==> src/rtl/uart_rx.sv <==
// uart_rx: oversampling UART receiver (start, 8 data bits MSB-first, optional parity, one stop bit).
// Define UART_RX_MAJORITY_VOTE_EN to decide each bit by 2-of-3 majority around mid-bit.
module uart_rx (
  input  logic       CLK,
  input  logic       RST,
  input  logic       RX_IN,
  input  logic [5:0] PRESCALE,
  input  logic       PAR_EN,
  input  logic       PAR_TYP,
  output logic       DATA_VALID,
  output logic [7:0] P_DATA,
  output logic       PAR_ERR,
  output logic       STP_ERR
);

  typedef enum logic [2:0] {IDLE, START, DATA, PARITY, STOP} state_t;

  state_t     state, next_state;
  logic [5:0] edge_cnt;
  logic [2:0] bit_idx;
  logic [5:0] half;
  logic       at_decide;
  logic       at_boundary;
  logic       mid_sample;
  logic       sampled_bit;

  assign half        = {1'b0, PRESCALE[5:1]};
  assign at_decide   = (edge_cnt == half + 6'd1);
  assign at_boundary = (edge_cnt == PRESCALE - 6'd1);

  always_ff @(posedge CLK or negedge RST) begin
    if (!RST) begin
      mid_sample <= 1'b1;
    end else if (edge_cnt == half) begin
      mid_sample <= RX_IN;
    end
  end

`ifdef UART_RX_MAJORITY_VOTE_EN
  logic early_sample;

  always_ff @(posedge CLK or negedge RST) begin
    if (!RST) begin
      early_sample <= 1'b1;
    end else if (edge_cnt == half - 6'd1) begin
      early_sample <= RX_IN;
    end
  end

  // The third vote is the live line value on the decision cycle itself.
  assign sampled_bit = (early_sample & mid_sample) | (early_sample & RX_IN) | (mid_sample & RX_IN);
`else
  assign sampled_bit = mid_sample;
`endif

  always_ff @(posedge CLK or negedge RST) begin
    if (!RST) begin
      state <= IDLE;
    end else begin
      state <= next_state;
    end
  end

  // STOP leaves at the sample point so a start bit right after the stop bit is caught.
  always_comb begin
    next_state = state;
    case (state)
      IDLE:    if (!RX_IN) next_state = START;
      START: begin
        if (at_decide && sampled_bit) next_state = IDLE;
        else if (at_boundary)         next_state = DATA;
      end
      DATA:    if (at_boundary && bit_idx == 3'd0) next_state = PAR_EN ? PARITY : STOP;
      PARITY:  if (at_boundary) next_state = STOP;
      STOP:    if (at_decide) next_state = IDLE;
      default: next_state = IDLE;
    endcase
  end

  // bit_idx wraps back to 0 after the 8th data sample, which marks the end of the data phase.
  always_ff @(posedge CLK or negedge RST) begin
    if (!RST) begin
      edge_cnt   <= '0;
      bit_idx    <= '0;
      P_DATA     <= '0;
      PAR_ERR    <= 1'b0;
      STP_ERR    <= 1'b0;
      DATA_VALID <= 1'b0;
    end else begin
      DATA_VALID <= 1'b0;
      if (state == IDLE || next_state == IDLE || at_boundary) begin
        edge_cnt <= '0;
      end else begin
        edge_cnt <= edge_cnt + 6'd1;
      end
      if (state == IDLE) begin
        bit_idx <= '0;
        if (!RX_IN) begin
          PAR_ERR <= 1'b0;
          STP_ERR <= 1'b0;
        end
      end
      if (at_decide) begin
        case (state)
          DATA: begin
            P_DATA  <= {P_DATA[6:0], sampled_bit};
            bit_idx <= bit_idx + 3'd1;
          end
          PARITY:  PAR_ERR <= sampled_bit ^ (^P_DATA) ^ PAR_TYP;
          STOP: begin
            STP_ERR    <= ~sampled_bit;
            DATA_VALID <= sampled_bit & ~PAR_ERR;
          end
          default: ;
        endcase
      end
    end
  end

endmodule

==> config.mk <==
export PLATFORM = sky130hd
export DESIGN_NAME = uart_rx
export DESIGN_NICKNAME = d
export VERILOG_FILES = /design/src/rtl/uart_rx.sv
export SDC_FILE = /design/constraint.sdc
export NUM_CORES = 1
export LEC_CHECK = 0
export ABC_AREA = 1
export CELL_PAD_IN_SITES_DETAIL_PLACEMENT = 0
export CELL_PAD_IN_SITES_GLOBAL_PLACEMENT = 1
export CORE_MARGIN = 8
export CORE_UTILIZATION = 40
export CTS_CLUSTER_DIAMETER = 30
export DETAILED_ROUTE_END_ITERATION = 8
export MAX_ROUTING_LAYER = met4
export PLACE_DENSITY_LB_ADDON = 0.25
export SETUP_SLACK_MARGIN = 0.5
export SLEW_MARGIN = 10
export SYNTH_ARGS = -nofsm -noshare
export SYNTH_HDL_FRONTEND = slang
export SYNTH_SLANG_ARGS = --single-unit
==> constraint.sdc <==
create_clock -name CLK -period 2.22 [get_ports CLK]
set_clock_uncertainty 0.15 [all_clocks]
set_input_delay 0.333 -clock CLK [delete_from_list [all_inputs] [get_ports CLK]]
set_output_delay 0.333 -clock CLK [all_outputs]
set_load 0.05 [all_outputs]
==> metrics.md <==
| Metric | Value |
|---|---|
| Status | `finished clean` |
| Worst EP required | `2.22 ns` |
| RSZ-0062 raised after global routing | `yes` |
| Worst setup path class | `flop to flop` |
| Initial antenna violation count | `0` |
| MaxCap Viol Count | `0` |
| Distinct cells, synth | `29` |
| CTS H-Tree Depth | `1` |
| Final Hold Viols | `0` |
| Worst-margin pin slew | `a little under 0.5 ns` |
| CP arrival | `between 1.5 and 2 ns` |
| CTS tree | `yes` |
| Sequential area share after synthesis | `around a third` |
| Startpoint types | `flop` |
| Starting Density | `a little over two fifths` |
| Hold-fix buffers at CTS | `0` |
| Met3 Wirelength | `94 µm` |
| Final Instance Count excl. Fillers | `between 300 and 400` |
| Avg Cell Area, Syn | `7.38 µm²` |
| Die area | `between 0.006 and 0.007 mm²` |
| Top cell type's share of synthesized area | `approximately 34%` |
| CTS buffer count | `3` |
| Setup-failing EPs final | `0` |
| Synth Net Count | `approximately 250` |
| Detailed Place HPWL | `approximately 3000 µm` |
| Rows | `23` |
| # diodes | `0` |
| Area growth, synth to finish | `47.9%` |
| Number of global-route vias before repair | `1613` |
| First-pass GRT wire length | `between 7000 and 8000 µm` |
| Most area-consuming cells after synthesis | `dfrtp_1 34%, nand2_1 15%, inv_1 7.5%` |
| Shortest clock period the worst path allows after layout | `1.99 ns` |
| Final-stage net count | `a little over 300` |
| Largest area contributor in the netlist | `dfrtp_1` |
| Deepest clock path buffer count | `2` |
| Dpl cells | `between 300 and 400` |
| Hold Crit Class | `primary input to asynchronous set/reset pin` |
| Setup_tns | `0 ns` |
| DR top layer | `met4` |
| Largest net degree at the start of global routing | `25` |
| Routed WL | `4190 µm` |
| Total GRT Usage | `between 10% and 20%` |
| Most used cell, CP | `nand2_2` |
| Critical Path End Type | `flop` |
| DR iter-0 viols | `60` |
| Die Width | `around 80 µm` |
| FFs w/ async S/R, synth | `between 90% and 100%` |
| Grt ovf | `0` |
| R2R depth | `11` |
| Leakage | `around 1.3 nW` |
| R2R Path End | `P_DATA[2]$_DFFE_PN0P_` |
| Slew Limit Headroom | `around two thirds` |
| Cell with the most instances after synthesis | `nand2_1` |
| Layout cell share with drive strength beyond 1 | `a little over two fifths` |
| Detailed Routing Iterations Pass 1 | `4` |
| Final worst path period share | `89.6%` |
| Synthesis Warnings | `0` |
| Slew Viols, Final | `0` |
| Commonest cells post-synth | `66 x nand2_1, 34 x inv_1, 23 x dfrtp_1` |
| Placer Congestion | `approximately 0.85` |
| Slowest CP cell | `dfrtp_2` |
| CP max stage delay | `~0.45 ns` |
| Synth Instances | `approximately 230` |
| Worst R2R Start | `edge_cnt[3]$_DFF_PN0_` |
| # IOs | `22` |
| Post-synth EDFFs | `0` |
| WL met1 | `~2100 µm` |
| Synth Cell Area | `about 0.0017 mm²` |
| Hold Slack | `~0.27 ns` |
| Synth Flop Type | `dfrtp_1` |
| Flops & latches, synth | `24` |
| Root buffer cell | `clkbuf_8` |
| Post-route ant nets | `0` |
| Wire length on met2 | `around 2000 µm` |
| Power, Total | `approximately 0.0016 W` |
| Routed vias | `~1600` |
| Power per standard cell area | `about 650 mW/mm²` |
| Post-DR wirelength/cell | `between 10 and 15 µm` |
| Clk Latency, worst-skew pair | `about 0.26 ns` |
| Worst reg2reg setup slack | `approximately 0.23 ns` |
| Clock sink count | `24` |
| Core area | `around 0.0041 mm²` |
| Vias per cell | `4.68` |
| Maximum vdd drop | `between 400 and 500 µV` |
| Reg clk slew, reported paths | `roughly 0.08 ns` |
| Critical-path maximum fanout | `9` |
| IO buf count | `21` |
| Height of the die | `81.3 µm` |
| Fmax | `approximately 500 MHz` |
| Worst path cell trace | `inv_2 -> nand2_2 -> nand2_2 -> nand2_1 -> nand2_1 -> nand2_2 -> nor2_4 -> nand2_4 -> nor2_4 -> buf_12 -> mux2_2` |
| DRC | `0` |
power by group:
part	leakage (nW)	internal [W]	switching [W]	total, W
Combinational	0.907	0.000296	0.000414	0.000710
Sequential	0.320	0.000489	0.0000568	0.000546
Clock	0.0357	0.000241	0.000137	0.000378
Total	1.26	0.00103	0.000607	0.00163
through the flow:
stage                     worst slack, ns  area [µm²]  util [%]
after floorplan                     0.263        1760         -
after global placement             -0.563        2150      53.1
after detailed placement           -0.570        2150      53.1
final                               0.231        2520      62.1
after CTS                           0.211        2420      59.7
after global routing                0.118        2520      62.1
critical path: cells and delay by family, from the launching register on:
kind	cells	cell delay [ns]
flip-flops	1	0.45
buffers and inverters	2	0.22
multiplexers	1	0.33
AND/OR/NAND/NOR	8	0.72
cell usage in the layout (no fill, tap or decap), drive strengths merged, types with 5 or more instances in the layout:
cell,instances
nand2,70
xor2,8
nor3,5
ha,6
o21ai,6
buf,39
dfrtp,23
clkbuf,12
nand3,21
inv,35
nor2,27
mux2,8
xnor2,9
kinds of logic after synthesis:
kind of cell / count (synthesis) / share of synthesized area, %
adder cells (fa/ha/maj): 6 / 4.41
AND/OR/NAND/NOR: 125 / 32.4
multiplexers: 9 / 5.87
XOR/XNOR: 17 / 8.74
buffers and inverters: 39 / 9.54
AO/OA/AOI/OAI: 11 / 3.74
flip-flops: 24 / 35.3
registers in the layout (all words and copies together), names as in the netlist:
signal	flops
PAR_ERR	1
mid_sample	1
bit_idx	3
STP_ERR	1
P_DATA	8
edge_cnt	6
DATA_VALID	1
state	3
routing by layer:
layer | vias up | GRT usage (%)
met4 | 0 | 1.61
met1 | 739 | 17.9
li1 | 831 | -
met5 | - | -
met3 | 2 | 2.65
met2 | 14 | 22.4
cell type report:
class,instances,area [µm²]
well taps,50,62.6
fillers,371,1540
clock inverters,1,30.0
repair buffers,58,474
flip-flops and latches,24,608
clock buffers,3,41.3
multi-input cells,168,1150
inverters,35,149
how the worst max path moves through the flow:
stage | from | endpoint | slack (ns) | cells past startpoint
floorplan | PRESCALE[1] | P_DATA[0]$_DFFE_PN0P_ | 0.26 | 12
global placement | PRESCALE[2] | edge_cnt[0]$_DFF_PN0_ | -0.56 | 16
detailed placement | PRESCALE[2] | edge_cnt[0]$_DFF_PN0_ | -0.57 | 16
CTS | PRESCALE[1] | edge_cnt[0]$_DFF_PN0_ | 0.21 | 17
global route | PRESCALE[3] | edge_cnt[0]$_DFF_PN0_ | 0.12 | 15
finish | edge_cnt[3]$_DFF_PN0_ | P_DATA[2]$_DFFE_PN0P_ | 0.23 | 11
what timing repair did:
action                                  4_1_cts  5_1_grt
endpoints found under the setup margin       35       33
pin swaps                                    24       14
gates resized for setup                      66       37
buffers inserted                             13        5
gates cloned                                  0        0
Note: power is estimated with default switching activity, not from simulation.
